==> src/rtl/pdm_pkg.sv <==
// Shared state encoding and default sizing for the PDM microphone front end.
package pdm_pkg;

    localparam int DEF_SAMPLE_DEPTH = 16;
    localparam int DEF_CLK_DIV      = 4;
    localparam int DEF_DECIMATION   = 64;
    localparam int DEF_WARMUP_BITS  = 4096;

    typedef enum logic [1:0] {
        ST_IDLE   = 2'd0,
        ST_WARMUP = 2'd1,
        ST_RUN    = 2'd2
    } pdm_state_e;

    // Counter width able to hold 0..n-1, never narrower than one bit.
    function automatic int cntWidth(input int n);
        return (n <= 2) ? 1 : $clog2(n);
    endfunction

endpackage

==> src/rtl/pdm_clk_gen.sv <==
// Microphone bit clock and capture strobe generator; one instance per mic channel.
module pdm_clk_gen
    import pdm_pkg::*;
#(
    parameter int CLK_DIV = DEF_CLK_DIV
) (
    input  logic clk_i,
    input  logic rst_i,
    input  logic run_i,
    output logic mic_clk_o,
    output logic pdm_capture_o
);

    localparam int               DIV_W    = cntWidth(CLK_DIV);
    localparam logic [DIV_W-1:0] DIV_LAST = DIV_W'(CLK_DIV - 1);
    localparam logic [DIV_W-1:0] DIV_HALF = DIV_W'(CLK_DIV / 2);

    logic [DIV_W-1:0] divCnt_q, divCnt_d;
    logic             micClk_q, micClk_d;
    logic             capture_q, capture_d;

    // Both outputs are decoded from the current phase and registered, so the pad
    // clock and the strobe leave flops and drop together the cycle run_i falls.
    always_comb begin
        divCnt_d  = '0;
        micClk_d  = 1'b0;
        capture_d = 1'b0;
        if (run_i) begin
            divCnt_d  = (divCnt_q == DIV_LAST) ? '0 : divCnt_q + DIV_W'(1);
            micClk_d  = (divCnt_q >= DIV_HALF);
            capture_d = (divCnt_q == DIV_LAST);
        end
    end

    always_ff @(posedge clk_i) begin
        if (rst_i) begin
            divCnt_q  <= '0;
            micClk_q  <= 1'b0;
            capture_q <= 1'b0;
        end else begin
            divCnt_q  <= divCnt_d;
            micClk_q  <= micClk_d;
            capture_q <= capture_d;
        end
    end

    assign mic_clk_o     = micClk_q;
    assign pdm_capture_o = capture_q;

endmodule

==> src/rtl/pdm_mic_ctrl.sv <==
// PDM microphone sequencer: wake-up interval, decimation scheduling and the
// valid/ready audio output register with saturating overrun accounting.
module pdm_mic_ctrl
    import pdm_pkg::*;
#(
    parameter int SAMPLE_DEPTH = DEF_SAMPLE_DEPTH,
    parameter int CLK_DIV      = DEF_CLK_DIV,
    parameter int DECIMATION   = DEF_DECIMATION,
    parameter int WARMUP_BITS  = DEF_WARMUP_BITS
) (
    input  logic                    clk_i,
    input  logic                    rst_i,
    input  logic                    enable_i,
    output logic                    mic_clk_o,
    output logic                    pdm_capture_o,
    input  logic [SAMPLE_DEPTH-1:0] filt_sample_i,
    output logic [SAMPLE_DEPTH-1:0] audio_o,
    output logic                    audio_valid_o,
    input  logic                    audio_ready_i,
    output logic [7:0]              overrun_count_o,
    output logic [1:0]              state_o
);

    localparam int                WARM_W    = cntWidth(WARMUP_BITS);
    localparam int                DEC_W     = cntWidth(DECIMATION);
    localparam logic [WARM_W-1:0] WARM_LAST = WARM_W'(WARMUP_BITS - 1);
    localparam logic [DEC_W-1:0]  DEC_LAST  = DEC_W'(DECIMATION - 1);

    pdm_state_e               state_q, state_d;
    logic                     inWarmup, inRun, running;
    logic                     micClk, capture;
    logic [WARM_W-1:0]        warmCnt_q, warmCnt_d;
    logic [DEC_W-1:0]         decCnt_q, decCnt_d;
    logic                     due_q, due_d;
    logic [SAMPLE_DEPTH-1:0]  audio_q, audio_d;
    logic                     valid_q, valid_d;
    logic [7:0]               overrun_q, overrun_d;

    pdm_clk_gen #(
        .CLK_DIV(CLK_DIV)
    ) uClkGen (
        .clk_i         (clk_i),
        .rst_i         (rst_i),
        .run_i         (running),
        .mic_clk_o     (micClk),
        .pdm_capture_o (capture)
    );

    always_ff @(posedge clk_i) begin
        if (rst_i) begin
            state_q <= ST_IDLE;
        end else begin
            state_q <= state_d;
        end
    end

    // Dropping enable wins from every state; the unused encoding behaves as IDLE.
    always_comb begin
        state_d = state_q;
        case (state_q)
            ST_WARMUP: begin
                if (!enable_i) begin
                    state_d = ST_IDLE;
                end else if (capture && (warmCnt_q == WARM_LAST)) begin
                    state_d = ST_RUN;
                end
            end
            ST_RUN: begin
                if (!enable_i) begin
                    state_d = ST_IDLE;
                end
            end
            default: begin
                state_d = enable_i ? ST_WARMUP : ST_IDLE;
            end
        endcase
    end

    always_comb begin
        inWarmup = enable_i && (state_q == ST_WARMUP);
        inRun    = enable_i && (state_q == ST_RUN);
        running  = inWarmup || inRun;
    end

    always_comb begin
        warmCnt_d = '0;
        decCnt_d  = '0;
        due_d     = 1'b0;
        if (inWarmup) begin
            warmCnt_d = warmCnt_q;
            if (capture) begin
                warmCnt_d = (warmCnt_q == WARM_LAST) ? '0 : warmCnt_q + WARM_W'(1);
            end
        end
        if (inRun) begin
            decCnt_d = decCnt_q;
            if (capture) begin
                decCnt_d = (decCnt_q == DEC_LAST) ? '0 : decCnt_q + DEC_W'(1);
                due_d    = (decCnt_q == DEC_LAST);
            end
        end
    end

    // due_q marks the cycle in which the filter output for the due capture is
    // valid; a load that finds an unconsumed sample overwrites it and counts.
    always_comb begin
        audio_d   = audio_q;
        valid_d   = valid_q;
        overrun_d = overrun_q;
        if (!running) begin
            valid_d = 1'b0;
        end else if (due_q) begin
            audio_d = filt_sample_i;
            valid_d = 1'b1;
            if (valid_q && !audio_ready_i && (overrun_q != 8'hFF)) begin
                overrun_d = overrun_q + 8'd1;
            end
        end else if (valid_q && audio_ready_i) begin
            valid_d = 1'b0;
        end
    end

    always_ff @(posedge clk_i) begin
        if (rst_i) begin
            warmCnt_q <= '0;
            decCnt_q  <= '0;
            due_q     <= 1'b0;
            audio_q   <= '0;
            valid_q   <= 1'b0;
            overrun_q <= 8'd0;
        end else begin
            warmCnt_q <= warmCnt_d;
            decCnt_q  <= decCnt_d;
            due_q     <= due_d;
            audio_q   <= audio_d;
            valid_q   <= valid_d;
            overrun_q <= overrun_d;
        end
    end

    assign mic_clk_o       = micClk;
    assign pdm_capture_o   = capture;
    assign audio_o         = audio_q;
    assign audio_valid_o   = valid_q;
    assign overrun_count_o = overrun_q;
    assign state_o         = state_q;

endmodule

==> config.mk <==
export PLATFORM = sky130hd
export DESIGN_NAME = pdm_mic_ctrl
export DESIGN_NICKNAME = d
export VERILOG_FILES = /design/src/rtl/pdm_pkg.sv /design/src/rtl/pdm_clk_gen.sv /design/src/rtl/pdm_mic_ctrl.sv
export SDC_FILE = /design/constraint.sdc
export NUM_CORES = 1
export LEC_CHECK = 0
export CAP_MARGIN = 30
export CORE_MARGIN = 2
export CORE_UTILIZATION = 30
export DETAILED_ROUTE_END_ITERATION = 7
export PLACE_DENSITY = 0.59
export SLEW_MARGIN = 20
export SYNTH_ARGS = -nofsm -noshare
export SYNTH_HDL_FRONTEND = slang
export SYNTH_SLANG_ARGS = --single-unit
==> constraint.sdc <==
create_clock -name clk_i -period 2.1 [get_ports clk_i]
set_clock_uncertainty 0.05 [all_clocks]
set_input_delay 0.315 -clock clk_i [delete_from_list [all_inputs] [get_ports clk_i]]
set_output_delay 0.315 -clock clk_i [all_outputs]
set_load 0.01 [all_outputs]
=== Yosys cells after proc, flatten, opt, wreduce, memory -nomap -nowiden ===
Cells that the tools add are included.
Widths: inputs -> output; s select.

* Register bits after elaboration: 50
* Input port bits: 20
* Logic and storage cells: 53

* Add/sub/neg operators: 4
* Order comparisons: 1
* Equal/unequal tests: 8
* Muxes and demuxes: 9
* Bitwise operators: 4
* Reduce and logical (&&, ||, !) cells: 17

{| class="wikitable"
|+ Operators by type and width
! operator !! number
|-
| $add 12x1->12 const B || 1
|-
| $eq 12x12->1 const B || 1
|-
| $mux 12 || 1
|-
| $add 8x1->8 const B || 1
|-
| $ne 8x8->1 const B || 1
|-
| $add 6x1->6 const B || 1
|-
| $eq 6x6->1 const B || 1
|-
| $logic_and 1x1->1 || 6
|-
| $mux 2 || 3
|-
| $mux 6 || 1
|-
| $reduce_or 2->1 || 3
|-
| $reduce_or 3->1 || 2
|-
| $eq 2x2->1 const B || 2
|-
| $not 1->1 || 4
|-
| $pmux 2 s2 || 1
|-
| $reduce_and 2->1 || 2
|-
| $mux 1 || 3
|-
| $ne 3x3->1 const B || 1
|-
| $reduce_and 3->1 || 1
|-
| $add 2x1->2 const B || 1
|-
| $eq 2x1->1 const B || 1
|-
| $ge 2x2->1 const B || 1
|-
| $ne 2x2->1 const B || 1
|-
| $reduce_bool 2->1 || 1
|-
| other kinds (2) || 2
|}

=== Longest topological paths before layout ===
* Word-level depth: 5
* Gate-level depth with buffers: 8
* Gate-level depth less buffers: 6

=== Modules after synthesis ===
From an unflattened synthesis, not the netlist that was laid out.

* Cell total of the unflattened synthesis: 244
* Area, all modules: 2125.8 um2

{| class="wikitable"
|+ By module, submodules not included
! module !! instances !! cells an instance !! area each (um2)
|-
| pdm_mic_ctrl || 1 || 230 || 1965.6
|-
| pdm_clk_gen || 1 || 14 || 160.2
|}

=== Least setup slack after synthesis ===
No wires, ideal clock.

* Path type: register to register
* Start: register state_q[0] (netlist: state_o[0])
* End: register audio_q[13] (netlist: audio_o[13])
* Setup time: 0.070 ns
* Arrival: 1.568 ns
* Required time: 1.980 ns
* Setup slack: 0.411 ns
* Cell stages (with the launch flop): 8
* Buffers on the path: 2
* Clock period less this slack: 1.689 ns
* Cell sequence: dfxtp_1 > inv_1 > ha_1 > buf_4 > o211ai_1 > buf_2 > nand2_1 > a21oi_1

* Longest elaborated chain between the ends: 4
* Elaborated cells on any way between the ends: 6
* Those cells by class: eq/ne (2); reduce/logical (4)

{| class="wikitable"
|+ Ends and longest elaborated chain
! element !! line !! RTL
|-
| from (decl) || pdm_mic_ctrl.sv:29 || <nowiki>pdm_state_e state_q, state_d;</nowiki>
|-
| from (signal assigned) || pdm_mic_ctrl.sv:53 || <nowiki>state_q <= state_d;</nowiki>
|-
| $eq 2x1->1 / $eq 2x2->1 (equally long branches) || pdm_mic_ctrl.sv:80, pdm_mic_ctrl.sv:81 ||
|-
| $logic_and 1x1->1 (on tied branches) || pdm_mic_ctrl.sv:80, pdm_mic_ctrl.sv:81 ||
|-
| $logic_or 1x1->1 * || pdm_mic_ctrl.sv:82 || <nowiki>running = inWarmup || inRun;</nowiki>
|-
| $reduce_and 2->1 (no line) * || - ||
|-
| to (signal assigned) || pdm_mic_ctrl.sv:135 || <nowiki>audio_q <= audio_d;</nowiki>
|-
| to (decl) || pdm_mic_ctrl.sv:35 || <nowiki>logic [SAMPLE_DEPTH-1:0] audio_q, audio_d;</nowiki>
|}

Every way passes the cells marked *; elsewhere a longest branch is shown, timed or not.
A chain may end at the register's enable or synchronous reset.

=== Final worst setup path ===
* Start: register state_q[0] (netlist: state_o[0])
* End: register overrun_q[6] (netlist: overrun_count_o[6])

* Longest elaborated chain between the ends: 4
* Elaborated cells on any way between the ends: 6
* Those cells by class: eq/ne (2); reduce/logical (4)

{| class="wikitable"
|+ Ends and longest elaborated chain
! element !! line !! RTL
|-
| $eq 2x1->1 / $eq 2x2->1 (equally long branches) || pdm_mic_ctrl.sv:80, pdm_mic_ctrl.sv:81 ||
|-
| $logic_and 1x1->1 (on tied branches) || pdm_mic_ctrl.sv:80, pdm_mic_ctrl.sv:81 ||
|-
| $logic_or 1x1->1 * || pdm_mic_ctrl.sv:82 ||
|-
| $reduce_and 3->1 (no line) * || - ||
|-
| to (signal assigned) || pdm_mic_ctrl.sv:137 || <nowiki>overrun_q <= overrun_d;</nowiki>
|-
| to (decl) || pdm_mic_ctrl.sv:37 || <nowiki>logic [7:0] overrun_q, overrun_d;</nowiki>
|}

Marks and branches as above.

==> impl_metrics.ini <==
[run_status]
status = complete, no violations

[yosys]
synth_edf_count = 0
synth_top_family_by_area = simple AND/OR/NAND/NOR gates
syn_inst = 246
yosys.area_share.simple_pct = 25.96
ys_async_sr_fraction_pct = 0
synth.avg_cell_area_um2 = 8.641
synth_seq_cells = 50
synthMuxAreaShare_pct = 0.9417
synth_ff_type = dfxtp_1
synth_fa_ha_area_share_pct = 4.120
syn_nets = 273
synth-xor-area-share_pct = 6.180
ys_seq_area_share_pct = 47.09
synth_area_mm2 = 0.002126
synth_cell_type_count = 34
yosysWarnings = 0
synth-compound-area-share_pct = 12.07

[worst_hold_path]
worst_hold_path_type = flop to flop
min_path_cells = 2
hp-start = audio_o[13]
worstHoldEndpoint = audio_o[13]

[floorplanning]
fp.dieH_um = 88.18
initial_core_util_pct = 31.12
io_pins = 49
die-width_um = 88.18
die-area_mm2 = 0.007776
rows = 30
coreArea_mm2 = 0.006832

[setup_path]
rrSetupSlack_ns = 0.34
crit-reg2reg-launch = state_o[0]
worstPathMaxFanout = 18
r2r_cells = 7
r2r_end = overrun_count_o[6]
crit_required_ns = 2.28
startpoint_type = flop
setup.worst_path.end_class = flop
critPathKind = flop to flop
cp-startpoint = state_o[0]
worstPathArrival_ns = 1.94

[timing]
final.min_clock_period_ns = 1.758
hold_viol = 0
max_freq_mhz = 568.8
tns_ns = 0
max-slew-margin-rel_pct = 65.28
final.period_utilization_pct = 83.71
timing.final.max_slew_violations = 0
tightest_slew_ns = 0.5154
setup_viol = 0
rsz0062_at_grt = no

[drt]
vias = 1818
ant_nets = 0
post_drt_wl_per_cell_um = 11.54
drt-total-wl_um = 4499
dr.first_iter.drc_count = 73
viasPerCell = 4.662
first_pass_iters = 4
drc_errors = 0

[cells_and_area]
final_cell_mix = dfxtp_1, clkdlybuf4s50_1, nand2_1
layout-drive-gt1-share_pct = 5.442
final_common_cell = dfxtp_1
antenna_cells = 0
syn_to_final_growth_pct = 31.37
fillers = 717
final_nets = 320

[global_route]
grt_max_degree = 25
grt_pass1_vias = 1646
grt_pass1_wl_um = 7320
grt-ovfl-total = 0
gr-usage-all-layers_pct = 11.94
antenna_found_initial = 0

[clocking]
cts_root_buffer = clkbuf_8
cts_buffers = 5
clkTransAtPathRegs_ns = 0.10
clockBufferDepth = 2
ctsHoldBuffers = 0
cts.sinks = 50
cts-resized-gates = 0
post_cts_buffers = 0
clk_latency_ns = 0.31
h-tree-depth = 2
cts_tree = built

[pwr]
power_density_mw_per_mm2 = 577.8
p_leak_nw = 0.9306
p_switching_uw = 379.4
switching_share_pct = 23.51
pwr-share-seq_pct = 59.0
p_total_mw = 1.614
pwr-share-clk_pct = 37.0
internal_power_mw = 1.234
comb_power_share_pct = 4.0
ir_drop_mv = 0.2856

[placement]
portBuffers = 48
dpl.hpwl_um = 3165
gp_congestion = 0.7166

[job]
maxCapViolCount = 0
worst max-delay path, stage by stage (launching register included):
cell,delay [ns]
dfxtp_1,0.41
inv_1,0.06
ha_1,0.29
o211a_4,0.31
buf_4,0.20
nand4_1,0.13
nor3_1,0.05
a211oi_1,0.19
worst max path at each step:
stage                          endpoint  cells past startpoint  slack, ns
floorplan                   audio_o[13]                      7       0.41
detailed placement  uClkGen.divCnt_q[0]                      4       0.15
global placement    uClkGen.divCnt_q[1]                      4       0.16
global route         overrun_count_o[6]                      6       0.13
CTS                  overrun_count_o[6]                      6       0.32
finish               overrun_count_o[6]                      7       0.34
cell type report:
type | instances | area (um2) | share of cell area (%)
Multi-Input combinational cell | 179 | 1047 | 37.50
Clock inverter | 3 | 26.28 | 0.9409
Clock buffer | 5 | 68.82 | 2.464
Timing Repair Buffer | 52 | 510.5 | 18.28
Tap cell | 96 | 120.1 | 4.301
Inverter | 5 | 18.77 | 0.6720
Sequential cell | 50 | 1001 | 35.84
power by group through the flow:
| stage | combinational (mW) | clock [mW] | sequential, mW |
|---|---|---|---|
| 2_1_floorplan | 0.0198 | 0 | 0.974 |
| 3_3_place_gp | 0.0662 | 0 | 0.973 |
| 3_5_place_dp | 0.0650 | 0 | 0.974 |
| 4_1_cts | 0.0660 | 0.623 | 0.952 |
| 5_1_grt | 0.0707 | 0.657 | 0.952 |
| 6_report | 0.0647 | 0.597 | 0.952 |
per-layer routing:
layer  wire [um]  GRT usage, %  part of all wire (%)
met1        2137         15.34                    47
met2        2038         19.21                    45
met5           0             0                     0
met3         276         3.205                   6.1
met4          46         4.408                   1.0
Yosys cell counts, types with 5 or more instances:
library cell | instances | area [um2]
a21oi_1 | 25 | 125.1
and3_1 | 5 | 31.28
and4_1 | 5 | 43.79
clkbuf_1 | 8 | 30.03
dfxtp_1 | 50 | 1001
ha_1 | 7 | 87.58
inv_1 | 5 | 18.77
nand2_1 | 44 | 165.2
nand3_1 | 10 | 50.05
nand4_1 | 8 | 50.05
nor2_1 | 23 | 86.33
o21ai_0 | 5 | 25.02
or3_1 | 5 | 31.28
xor2_1 | 12 | 105.1
sequential cells by signal (all words and copies together) (netlist names):
register	flops
due_q	1
uClkGen.divCnt_q	2
uClkGen.pdm_capture_o	1
overrun_count_o	8
decCnt_q	6
warmCnt_q	12
audio_o	16
audio_valid_o	1
uClkGen.mic_clk_o	1
state_o	2
per-stage QoR:
step / setup slack [ns] / hold slack, ns / cells / utilization (%) / instance area (um2)
detailed placement: 0.1527 / 0.3968 / 382 / 39.49 / 2698
CTS: 0.3245 / 0.4131 / 390 / 40.88 / 2793
floorplan: 0.4112 / 0.3802 / 246 / - / 2126
finish: 0.3420 / 0.4095 / 390 / 40.88 / 2793
global placement: 0.1609 / 0.3909 / 382 / 39.49 / 2698
global route: 0.1347 / 0.4239 / 390 / 40.88 / 2793
cells by family (layout without fill, tap and decap cells):
kind of cell / after synthesis / in the layout
AO/OA/AOI/OAI: 42 / 42
XOR/XNOR: 15 / 15
adder cells (fa/ha/maj): 7 / 7
buffers and inverters: 17 / 65
flip-flops: 50 / 50
multiplexers: 2 / 2
AND/OR/NAND/NOR: 113 / 113
No activity file was read; power rests on OpenSTA's default activity.
